<file path="config.mk">
export PLATFORM = sky130hd
export DESIGN_NAME = uart_core_flat
export DESIGN_NICKNAME = d
export VERILOG_FILES = /design/src/rtl/uart_core_if.sv /design/src/rtl/uart_core.sv /design/src/flat_wrapper.sv
export SDC_FILE = /design/constraint.sdc
export NUM_CORES = 1
export LEC_CHECK = 0
export CAP_MARGIN = 20
export CORE_MARGIN = 4
export CORE_UTILIZATION = 40
export CTS_CLUSTER_DIAMETER = 200
export DETAILED_ROUTE_END_ITERATION = 6
export GPL_TIMING_DRIVEN = 0
export PLACE_DENSITY = 0.6
export SLEW_MARGIN = 20
export SYNTH_ARGS = -nofsm -noshare
export SYNTH_HDL_FRONTEND = slang
export SYNTH_SLANG_ARGS = --single-unit
</file>
<file path="constraint.sdc">
create_clock -name clk -period 1.81 [get_ports clk]
set_input_delay 0.362 -clock clk [delete_from_list [all_inputs] [get_ports clk]]
set_output_delay 0.362 -clock clk [all_outputs]
set_load 0.02 [all_outputs]
</file>
<file path="src/rtl/uart_core_if.sv">
// Signal bundle between the bus-side logic and uart_core, plus the TX/RX line pins.
// Latency: none; this is wiring only.
// Backpressure: tx_start/tx_ready and rx_valid/rx_ack carry all flow control.
interface uart_core_if #(
    parameter int DATA_BITS = 8
);
    logic                 tx_start;
    logic [DATA_BITS-1:0] tx_data;
    logic                 tx_ready;
    logic                 tx_busy;
    logic                 tx;
    logic                 rx;
    logic [DATA_BITS-1:0] rx_data;
    logic                 rx_valid;
    logic                 rx_ack;
    logic                 rx_frame_err;
    logic                 rx_parity_err;
    logic                 rx_overrun;

    // Bus side: issues transmit requests, drives the RX pin, consumes received words.
    modport master (
        output tx_start, tx_data, rx, rx_ack,
        input  tx_ready, tx_busy, tx, rx_data, rx_valid,
        input  rx_frame_err, rx_parity_err, rx_overrun
    );

    // Core side.
    modport slave (
        input  tx_start, tx_data, rx, rx_ack,
        output tx_ready, tx_busy, tx, rx_data, rx_valid,
        output rx_frame_err, rx_parity_err, rx_overrun
    );
endinterface

</file>
<file path="src/rtl/uart_core.sv">
// Full-duplex UART: 16x oversampled receiver, ready/start transmitter; parity via UART_CORE_PARITY_EN.
// Latency: tx start bit one cycle after accept; rx_valid one cycle after the stop-bit sample.
// Backpressure: tx_start ignored while busy; a word arriving while rx_valid is set is dropped and flagged as overrun.
module uart_core #(
    parameter int CLK_FREQ   = 50_000_000,
    parameter int BAUD_RATE  = 115_200,
    parameter int DATA_BITS  = 8,
    parameter int STOP_BITS  = 1,
    parameter int PARITY_ODD = 0
) (
    input  logic      clk,
    input  logic      rst_n,
    uart_core_if.slave bus
);
    localparam int DIV      = CLK_FREQ / (BAUD_RATE * 16);
    localparam int BIT_CLKS = 16 * DIV;
    localparam int TXC_W    = $clog2(STOP_BITS * BIT_CLKS + 1);
    localparam int TICK_W   = $clog2(DIV + 1);

    // Reject configurations the datapath cannot represent.
    generate
        if (DIV < 1) begin : g_bad_div
            $error("uart_core: CLK_FREQ too low for BAUD_RATE*16");
        end
        if (DATA_BITS < 5 || DATA_BITS > 9) begin : g_bad_width
            $error("uart_core: DATA_BITS must be 5..9");
        end
        if (STOP_BITS < 1 || STOP_BITS > 2) begin : g_bad_stop
            $error("uart_core: STOP_BITS must be 1 or 2");
        end
        if (PARITY_ODD < 0 || PARITY_ODD > 1) begin : g_bad_par
            $error("uart_core: PARITY_ODD must be 0 or 1");
        end
    endgenerate

    // ---------------- transmitter ----------------
    typedef enum logic [2:0] {TX_IDLE, TX_START, TX_DATA, TX_PARITY, TX_STOP} tx_state_t;

    tx_state_t            tx_state, tx_state_nx;
    logic [TXC_W-1:0]     tx_cnt, tx_cnt_nx;
    logic [3:0]           tx_idx, tx_idx_nx;
    logic [DATA_BITS-1:0] tx_shift, tx_shift_nx;
    logic                 tx_par, tx_par_nx;
    logic                 tx_line, tx_line_nx;
    logic                 tx_rdy, tx_rdy_nx;
    logic                 tx_bsy;
    logic                 tx_bit_end;

    assign tx_bit_end = (tx_cnt == TXC_W'(BIT_CLKS - 1));

    // TX state and datapath registers; line forced idle-high by reset.
    always_ff @(posedge clk) begin
        if (!rst_n) begin
            tx_state <= TX_IDLE;
            tx_cnt   <= '0;
            tx_idx   <= '0;
            tx_shift <= '0;
            tx_par   <= 1'b0;
            tx_line  <= 1'b1;
            tx_rdy   <= 1'b1;
            tx_bsy   <= 1'b0;
        end else begin
            tx_state <= tx_state_nx;
            tx_cnt   <= tx_cnt_nx;
            tx_idx   <= tx_idx_nx;
            tx_shift <= tx_shift_nx;
            tx_par   <= tx_par_nx;
            tx_line  <= tx_line_nx;
            tx_rdy   <= tx_rdy_nx;
            tx_bsy   <= ~tx_rdy_nx;
        end
    end

    // TX next state: the line value for each bit is registered at the edge that starts it.
    always_comb begin
        tx_state_nx = tx_state;
        tx_cnt_nx   = tx_cnt + TXC_W'(1);
        tx_idx_nx   = tx_idx;
        tx_shift_nx = tx_shift;
        tx_par_nx   = tx_par;
        tx_line_nx  = tx_line;
        tx_rdy_nx   = tx_rdy;
        case (tx_state)
            TX_IDLE: begin
                tx_cnt_nx = '0;
                if (bus.tx_start) begin
                    tx_state_nx = TX_START;
                    tx_shift_nx = bus.tx_data;
                    tx_par_nx   = (^bus.tx_data) ^ 1'(PARITY_ODD);
                    tx_line_nx  = 1'b0;
                    tx_rdy_nx   = 1'b0;
                end
            end
            TX_START: begin
                if (tx_bit_end) begin
                    tx_state_nx = TX_DATA;
                    tx_cnt_nx   = '0;
                    tx_idx_nx   = '0;
                    tx_line_nx  = tx_shift[0];
                end
            end
            TX_DATA: begin
                if (tx_bit_end) begin
                    tx_cnt_nx = '0;
                    if (tx_idx == 4'(DATA_BITS - 1)) begin
`ifdef UART_CORE_PARITY_EN
                        tx_state_nx = TX_PARITY;
                        tx_line_nx  = tx_par;
`else
                        tx_state_nx = TX_STOP;
                        tx_line_nx  = 1'b1;
`endif
                    end else begin
                        tx_idx_nx   = tx_idx + 4'd1;
                        tx_shift_nx = tx_shift >> 1;
                        tx_line_nx  = tx_shift[1];
                    end
                end
            end
            TX_PARITY: begin
                if (tx_bit_end) begin
                    tx_state_nx = TX_STOP;
                    tx_cnt_nx   = '0;
                    tx_line_nx  = 1'b1;
                end
            end
            TX_STOP: begin
                if (tx_cnt == TXC_W'(STOP_BITS * BIT_CLKS - 1)) begin
                    tx_state_nx = TX_IDLE;
                    tx_cnt_nx   = '0;
                    tx_rdy_nx   = 1'b1;
                end
            end
            default: begin
                tx_state_nx = TX_IDLE;
                tx_line_nx  = 1'b1;
                tx_rdy_nx   = 1'b1;
            end
        endcase
    end

    assign bus.tx       = tx_line;
    assign bus.tx_ready = tx_rdy;
    assign bus.tx_busy  = tx_bsy;

    // ---------------- receiver ----------------
    typedef enum logic [2:0] {RX_IDLE, RX_START, RX_DATA, RX_PARITY, RX_STOP} rx_state_t;

    logic                 rx_meta, rx_sync;
    logic [TICK_W-1:0]    tick_cnt;
    logic                 tick;

    rx_state_t            rx_state, rx_state_nx;
    logic [3:0]           rx_tcnt, rx_tcnt_nx;
    logic [3:0]           rx_idx, rx_idx_nx;
    logic [DATA_BITS-1:0] rx_shift, rx_shift_nx;
    logic                 rx_perr_w, rx_perr_w_nx;
    logic [DATA_BITS-1:0] rx_dat, rx_dat_nx;
    logic                 rx_vld, rx_vld_nx;
    logic                 rx_ferr, rx_ferr_nx;
    logic                 rx_perr, rx_perr_nx;
    logic                 rx_ovr, rx_ovr_nx;
    logic                 rx_done;

    assign tick = (tick_cnt == TICK_W'(DIV - 1));

    // Two-flop synchroniser (idles high) and free-running oversample tick.
    always_ff @(posedge clk) begin
        if (!rst_n) begin
            rx_meta  <= 1'b1;
            rx_sync  <= 1'b1;
            tick_cnt <= '0;
        end else begin
            rx_meta  <= bus.rx;
            rx_sync  <= rx_meta;
            tick_cnt <= tick ? '0 : tick_cnt + TICK_W'(1);
        end
    end

    // RX state and delivered-word registers.
    always_ff @(posedge clk) begin
        if (!rst_n) begin
            rx_state  <= RX_IDLE;
            rx_tcnt   <= '0;
            rx_idx    <= '0;
            rx_shift  <= '0;
            rx_perr_w <= 1'b0;
            rx_dat    <= '0;
            rx_vld    <= 1'b0;
            rx_ferr   <= 1'b0;
            rx_perr   <= 1'b0;
            rx_ovr    <= 1'b0;
        end else begin
            rx_state  <= rx_state_nx;
            rx_tcnt   <= rx_tcnt_nx;
            rx_idx    <= rx_idx_nx;
            rx_shift  <= rx_shift_nx;
            rx_perr_w <= rx_perr_w_nx;
            rx_dat    <= rx_dat_nx;
            rx_vld    <= rx_vld_nx;
            rx_ferr   <= rx_ferr_nx;
            rx_perr   <= rx_perr_nx;
            rx_ovr    <= rx_ovr_nx;
        end
    end

    // RX next state: half-bit check of the start edge, then one sample every 16 ticks.
    always_comb begin
        rx_state_nx  = rx_state;
        rx_tcnt_nx   = rx_tcnt;
        rx_idx_nx    = rx_idx;
        rx_shift_nx  = rx_shift;
        rx_perr_w_nx = rx_perr_w;
        rx_dat_nx    = rx_dat;
        rx_vld_nx    = rx_vld;
        rx_ferr_nx   = rx_ferr;
        rx_perr_nx   = rx_perr;
        rx_ovr_nx    = rx_ovr;
        rx_done      = 1'b0;
        if (tick) begin
            rx_tcnt_nx = rx_tcnt + 4'd1;
            case (rx_state)
                RX_IDLE: begin
                    rx_tcnt_nx = '0;
                    if (!rx_sync) begin
                        rx_state_nx  = RX_START;
                        rx_perr_w_nx = 1'b0;
                    end
                end
                RX_START: begin
                    if (rx_tcnt == 4'd7) begin
                        rx_tcnt_nx  = '0;
                        rx_idx_nx   = '0;
                        rx_state_nx = rx_sync ? RX_IDLE : RX_DATA;
                    end
                end
                RX_DATA: begin
                    if (rx_tcnt == 4'd15) begin
                        rx_tcnt_nx  = '0;
                        rx_shift_nx = {rx_sync, rx_shift[DATA_BITS-1:1]};
                        if (rx_idx == 4'(DATA_BITS - 1)) begin
`ifdef UART_CORE_PARITY_EN
                            rx_state_nx = RX_PARITY;
`else
                            rx_state_nx = RX_STOP;
`endif
                        end else begin
                            rx_idx_nx = rx_idx + 4'd1;
                        end
                    end
                end
                RX_PARITY: begin
                    if (rx_tcnt == 4'd15) begin
                        rx_tcnt_nx   = '0;
                        rx_perr_w_nx = ((^rx_shift) ^ rx_sync) != 1'(PARITY_ODD);
                        rx_state_nx  = RX_STOP;
                    end
                end
                RX_STOP: begin
                    if (rx_tcnt == 4'd15) begin
                        rx_tcnt_nx  = '0;
                        rx_done     = 1'b1;
                        rx_state_nx = RX_IDLE;
                    end
                end
                default: rx_state_nx = RX_IDLE;
            endcase
        end
        // An ack in the completion cycle frees the slot, so the new word loads without overrun.
        if (rx_done) begin
            if (!rx_vld || bus.rx_ack) begin
                rx_dat_nx  = rx_shift;
                rx_vld_nx  = 1'b1;
                rx_ferr_nx = ~rx_sync;
                rx_perr_nx = rx_perr_w;
                rx_ovr_nx  = bus.rx_ack ? 1'b0 : rx_ovr;
            end else begin
                rx_ovr_nx = 1'b1;
            end
        end else if (bus.rx_ack) begin
            rx_vld_nx  = 1'b0;
            rx_ferr_nx = 1'b0;
            rx_perr_nx = 1'b0;
            rx_ovr_nx  = 1'b0;
        end
    end

    assign bus.rx_data       = rx_dat;
    assign bus.rx_valid      = rx_vld;
    assign bus.rx_frame_err  = rx_ferr;
    assign bus.rx_parity_err = rx_perr;
    assign bus.rx_overrun    = rx_ovr;
endmodule

</file>
<file path="src/flat_wrapper.sv">
// flat-port wrapper written by rule: the top's interface ports become plain ports
module uart_core_flat 
#(
    parameter int CLK_FREQ   = 50_000_000,
    parameter int BAUD_RATE  = 115_200,
    parameter int DATA_BITS  = 8,
    parameter int STOP_BITS  = 1,
    parameter int PARITY_ODD = 0
)
  (clk, rst_n, bus_tx_start, bus_tx_data, bus_rx, bus_rx_ack, bus_tx_ready, bus_tx_busy, bus_tx, bus_rx_data, bus_rx_valid, bus_rx_frame_err, bus_rx_parity_err, bus_rx_overrun);
  uart_core_if #(.DATA_BITS(DATA_BITS)) bus_i ();
  input  logic clk;
  input  logic rst_n;
  input wire logic [$bits(bus_i.tx_start)-1:0] bus_tx_start;
  input wire logic [$bits(bus_i.tx_data)-1:0] bus_tx_data;
  input wire logic [$bits(bus_i.rx)-1:0] bus_rx;
  input wire logic [$bits(bus_i.rx_ack)-1:0] bus_rx_ack;
  output wire logic [$bits(bus_i.tx_ready)-1:0] bus_tx_ready;
  output wire logic [$bits(bus_i.tx_busy)-1:0] bus_tx_busy;
  output wire logic [$bits(bus_i.tx)-1:0] bus_tx;
  output wire logic [$bits(bus_i.rx_data)-1:0] bus_rx_data;
  output wire logic [$bits(bus_i.rx_valid)-1:0] bus_rx_valid;
  output wire logic [$bits(bus_i.rx_frame_err)-1:0] bus_rx_frame_err;
  output wire logic [$bits(bus_i.rx_parity_err)-1:0] bus_rx_parity_err;
  output wire logic [$bits(bus_i.rx_overrun)-1:0] bus_rx_overrun;
  assign bus_i.tx_start = bus_tx_start;
  assign bus_i.tx_data = bus_tx_data;
  assign bus_i.rx = bus_rx;
  assign bus_i.rx_ack = bus_rx_ack;
  assign bus_tx_ready = bus_i.tx_ready;
  assign bus_tx_busy = bus_i.tx_busy;
  assign bus_tx = bus_i.tx;
  assign bus_rx_data = bus_i.rx_data;
  assign bus_rx_valid = bus_i.rx_valid;
  assign bus_rx_frame_err = bus_i.rx_frame_err;
  assign bus_rx_parity_err = bus_i.rx_parity_err;
  assign bus_rx_overrun = bus_i.rx_overrun;
  uart_core #(.CLK_FREQ(CLK_FREQ), .BAUD_RATE(BAUD_RATE), .DATA_BITS(DATA_BITS), .STOP_BITS(STOP_BITS), .PARITY_ODD(PARITY_ODD)) u_core (.clk(clk), .rst_n(rst_n), .bus(bus_i));
endmodule
</file>
==> tab_implementation.tex <==
\begin{tabular}{lr}
\hline
Metric & Value \\
\hline
\multicolumn{2}{l}{\textbf{Placed design}} \\
\quad Placed wire-length estimate & around 4.4 mm \\
\quad DP Cell Count & about 460 \\
\quad Final GP Congestion & about 0.73 \\
\quad Number of port buffers & 26 \\
\multicolumn{2}{l}{\textbf{GRT}} \\
\quad Global routing met1 resource utilization & about 20\% \\
\quad Via count of the first global-routing pass & approximately 2.4k \\
\quad Most crowded layer after global routing & met2 \\
\quad Pin count of the biggest net entering global routing & 12 \\
\quad Met3 track demand over resource in global routing & 4.50\% \\
\quad GR Overflow Total & 0 \\
\quad Initial antenna violation count & 0 \\
\quad Met2 Resource Use GR & between 20\% and 30\% \\
\quad First-pass GRT wire length & between 10 and 15 mm \\
\quad Total track usage & $\sim$16\% \\
\multicolumn{2}{l}{\textbf{Routing}} \\
\quad Total length of routed wires & 6.65 mm \\
\quad Initial DRC Count & 103 \\
\quad Drt pass-1 iters & 4 \\
\quad Ratio of routed vias to standard cells & roughly 5.1 \\
\quad Residual DRC count & 0 \\
\quad Antenna-violating nets left & 0 \\
\quad Wire per inst & about 14 um \\
\quad Vias & roughly 2.5k \\
\multicolumn{2}{l}{\textbf{Finish}} \\
\quad Final instance count without filler cells & $\sim$480 \\
\quad Number of nets in the layout & between 300 and 400 \\
\quad Fraction of final layout cells sized beyond drive strength 1 & approximately a fifth \\
\quad Filler cell count in the final layout & about 660 \\
\quad Growth of design area from synthesis to finish & 29.3\% \\
\quad Antenna diode instance count & 0 \\
\multicolumn{2}{l}{\textbf{Floorplan}} \\
\quad Die Y & around 95 um \\
\quad Initial standard-cell utilization of the core & a little over two fifths \\
\quad I/O Pins & 28 \\
\quad Number of rows in the core area & 31 \\
\quad Horizontal die dimension & approximately 95 um \\
\quad Core ar. & 0.00733 mm2 \\
\quad Die ar. & 0.00911 mm2 \\
\multicolumn{2}{l}{\textbf{Synth}} \\
\quad Sequential element share of the synthesized area & 43.2\% \\
\quad Post-synthesis average cell area & $\sim$9.2 um2 \\
\quad Mapped Cells & approximately 330 \\
\quad Cell accounting for the most synthesized area & sky130\_fd\_sc\_hd\_\_dfxtp\_1 \\
\quad Post-Syn Nets & 351 \\
\quad Number of synthesized flops with an enable pin & 0 \\
\quad Synth cell types & 60 \\
\quad Cell Area, Synth & 0.00306 mm2 \\
\quad Top cell types by occurrence after synthesis & sky130\_fd\_sc\_hd\_\_dfxtp\_1, sky130\_fd\_sc\_hd\_\_nor2\_1, sky130\_fd\_sc\_hd\_\_mux2i\_1, sky130\_fd\_sc\_hd\_\_nand2\_1, sky130\_fd\_sc\_hd\_\_a21oi\_1 \\
\quad Largest cells by area after synthesis & sky130\_fd\_sc\_hd\_\_dfxtp\_1, sky130\_fd\_sc\_hd\_\_mux2i\_1, sky130\_fd\_sc\_hd\_\_nor2\_1 \\
\quad Share of flip-flops with an asynchronous set or reset & 0\% \\
\quad Share of the synthesized area in the top cell type & roughly 43\% \\
\quad Synth Register Bits & between 60 and 70 \\
\quad Leading cell type by number of instances after synthesis & sky130\_fd\_sc\_hd\_\_dfxtp\_1 \\
\quad Number of synthesis warnings & 0 \\
\quad Dominant synthesized flop cell & sky130\_fd\_sc\_hd\_\_dfxtp\_1 \\
\multicolumn{2}{l}{\textbf{Pwr}} \\
\quad Internal power of the cells & 2.41 mW \\
\quad Static power due to leakage & roughly 1.4 nW \\
\quad Relative contribution of the clock network to total power & between 40\% and 50\% \\
\quad Ratio of total power to cell area & 787 mW/mm2 \\
\quad Net Sw Frac & between 20\% and 30\% \\
\quad Worst-case vdd ir drop & 0.405 mV \\
\quad Part of the total power dissipated in sequential elements & roughly half \\
\quad Logic pwr share & 7.2\% \\
\quad Net switching power & slightly above 0.7 mW \\
\quad Tot Pwr & slightly above 3 mW \\
\multicolumn{2}{l}{\textbf{CTS}} \\
\quad Max clock buf depth & 2 \\
\quad Clock tree root buffer cell & sky130\_fd\_sc\_hd\_\_clkbuf\_8 \\
\quad Number of H-tree levels & 3 \\
\quad Clock-pin transition on the worst setup and hold timing paths & about 70 ps \\
\quad Clock tree from TritonCTS & yes \\
\quad Inserted Clock Buffers & 9 \\
\quad Clock insertion delay at the later pin of the skew report & around 340 ps \\
\quad Clock sink count & between 60 and 70 \\
\multicolumn{2}{l}{\textbf{Critical path}} \\
\quad Worst setup slack for register-to-register paths & 70 ps \\
\quad Critical path startpoint category & flop \\
\quad Critical path capture point type & flop \\
\quad Data arrival time of the worst path & about 1900 ps \\
\quad Worst-path maximum fanout & 6 \\
\quad Terminus of the critical flop-to-flop path & u\_core.tx\_shift[7] \\
\quad Reg2reg path depth & 8 \\
\quad Startpoint of the most critical setup path & u\_core.tx\_cnt[0] \\
\quad Type of the worst setup path & flop to flop \\
\quad Critical Path RT & between 2000 and 2500 ps \\
\quad Beginning of the worst register-to-register path & u\_core.tx\_cnt[0] \\
\multicolumn{2}{l}{\textbf{Flow run}} \\
\quad Max-cap viol count & 0 \\
\multicolumn{2}{l}{\textbf{STA}} \\
\quad Final critical delay including setup and external delays & $\sim$1700 ps \\
\quad Final count of negative-setup-slack endpoints & 0 \\
\quad Post-route clock period utilization & $\sim$96\% \\
\quad Number of pins exceeding their max-slew limit in the final report & 0 \\
\quad Worst Skew & a little over 10 ps \\
\quad Transition time at the pin with the least slew margin & 567 ps \\
\quad Maximum frequency from static timing analysis & about 0.58 GHz \\
\quad Count of final hold-check violations & 0 \\
\quad Relative slew margins & between 60 and 70\% \\
\quad Unrepaired setup endpoints after global routing & true \\
\multicolumn{2}{l}{\textbf{Worst hold path}} \\
\quad Worst hold path depth & 1 \\
\quad Sink of the worst hold path & u\_core.rx\_sync \\
\quad Min-Delay Startpoint & u\_core.rx\_meta \\
\quad Classification of the worst-slack hold path & flop to flop \\
\multicolumn{2}{l}{\textbf{Outcome}} \\
\quad Run status & finished clean \\
\hline
\end{tabular}
metrics by stage:
stage | hold WS [ps] | area, um2 | worst slack (ps) | utilization [%] | setup TNS, ps
floorplan | 386 | 3060 | 87.5 | - | 0
global placement | 393 | 3440 | -114 | 47.0 | -1780
detailed placement | 403 | 3440 | -143 | 47.0 | -2070
CTS | 417 | 3760 | 0.144 | 51.2 | 0
global route | 427 | 3960 | -21.6 | 54.0 | -80.2
finish | 412 | 3960 | 73.1 | 54.0 | 0
cell families (layout without fill, tap and decap cells):
family	after synthesis	in the layout	synth area share, %
compound gates	55	55	11.8
xor+xnor	19	19	5.44
fa+ha+maj	7	7	2.78
buf+inv	20	73	3.23
flops	66	66	43.2
mux	28	28	9.16
simple gates	137	137	24.4
layout by cell type, fill, tap and decap left out, types with 3 or more instances in the layout:
cell type,n
sky130_fd_sc_hd__buf_6,3
sky130_fd_sc_hd__o21ai_0,8
sky130_fd_sc_hd__nor2_1,57
sky130_fd_sc_hd__ha_4,3
sky130_fd_sc_hd__a22oi_1,3
sky130_fd_sc_hd__nand3b_1,4
sky130_fd_sc_hd__nand2_1,17
sky130_fd_sc_hd__nand2b_1,8
sky130_fd_sc_hd__nor3_4,3
sky130_fd_sc_hd__a211oi_1,7
sky130_fd_sc_hd__clkbuf_8,10
sky130_fd_sc_hd__nor2b_1,3
sky130_fd_sc_hd__mux2i_1,27
sky130_fd_sc_hd__o21a_1,3
sky130_fd_sc_hd__inv_1,4
sky130_fd_sc_hd__buf_4,14
sky130_fd_sc_hd__a31oi_1,3
sky130_fd_sc_hd__clkdlybuf4s50_1,26
sky130_fd_sc_hd__dfxtp_2,7
sky130_fd_sc_hd__nand3_1,8
sky130_fd_sc_hd__a21oi_1,14
sky130_fd_sc_hd__xnor2_1,12
sky130_fd_sc_hd__xor2_1,6
sky130_fd_sc_hd__clkbuf_1,7
sky130_fd_sc_hd__dfxtp_1,58
sequential cells by signal, summed over array words and instances, names as in the netlist, 4 cells and up:
signal and count:
u_core.bus.rx_data 8, u_core.rx_idx 4, u_core.rx_shift 8, u_core.rx_tcnt 4, u_core.tick_cnt 5, u_core.tx_cnt 9, u_core.tx_idx 4, u_core.tx_shift 8
what timing repair did:
| item | 4_1_cts | 5_1_grt |
|---|---|---|
| gates resized for setup | 15 | 41 |
| cloned | 1 | 0 |
| endpoints found under the hold margin | 0 | 0 |
| endpoints found under the setup margin | 41 | 44 |
| pin swaps | 3 | 8 |
| buffers inserted | 5 | 5 |
| hold buffers | 0 | 0 |
worst max-delay path by stage:
stage / end
floorplan: u_core.tx_idx[3]
global placement: u_core.tx_shift[2]
detailed placement: u_core.tx_shift[1]
CTS: u_core.tx_idx[3]
global route: u_core.tx_shift[2]
finish: u_core.tx_shift[7]
area by class of cell:
cell class	instances	area, um2	share of cell area (%)
clock inverters	5	77.6	1.96
multi-input cells	246	1820	46.1
well taps	99	124	3.13
clock buffers	11	141	3.57
plain buffers	14	87.6	2.21
flip-flops and latches	66	1330	33.7
repair buffers	37	347	8.76
inverters	6	22.5	0.569
routing by layer:
layer,up-vias,wire length [um]
met5,-,0
met2,37,3160
met3,4,222
met4,0,56
li1,1261,-
met1,1160,3200
critical path, cell delays in order, from the launching register on:
cell and delay [ps]:
sky130_fd_sc_hd__dfxtp_4 370, sky130_fd_sc_hd__ha_4 140, sky130_fd_sc_hd__and4_4 240, sky130_fd_sc_hd__nand4_4 160, sky130_fd_sc_hd__buf_4 190, sky130_fd_sc_hd__o22ai_4 100, sky130_fd_sc_hd__buf_4 170, sky130_fd_sc_hd__mux2i_1 190
sky130_fd_sc_hd__nor2_1 50
power by group through the flow:
stage          Combinational, mW  Sequential, mW  Clock (mW)
3_3_place_gp               0.208            1.55           0
5_1_grt                    0.250            1.53        1.45
4_1_cts                    0.221            1.52        1.40
3_5_place_dp               0.213            1.55           0
2_1_floorplan              0.124            1.56           0
6_report                   0.224            1.52        1.37
Note: power is estimated with default switching activity, not from simulation.
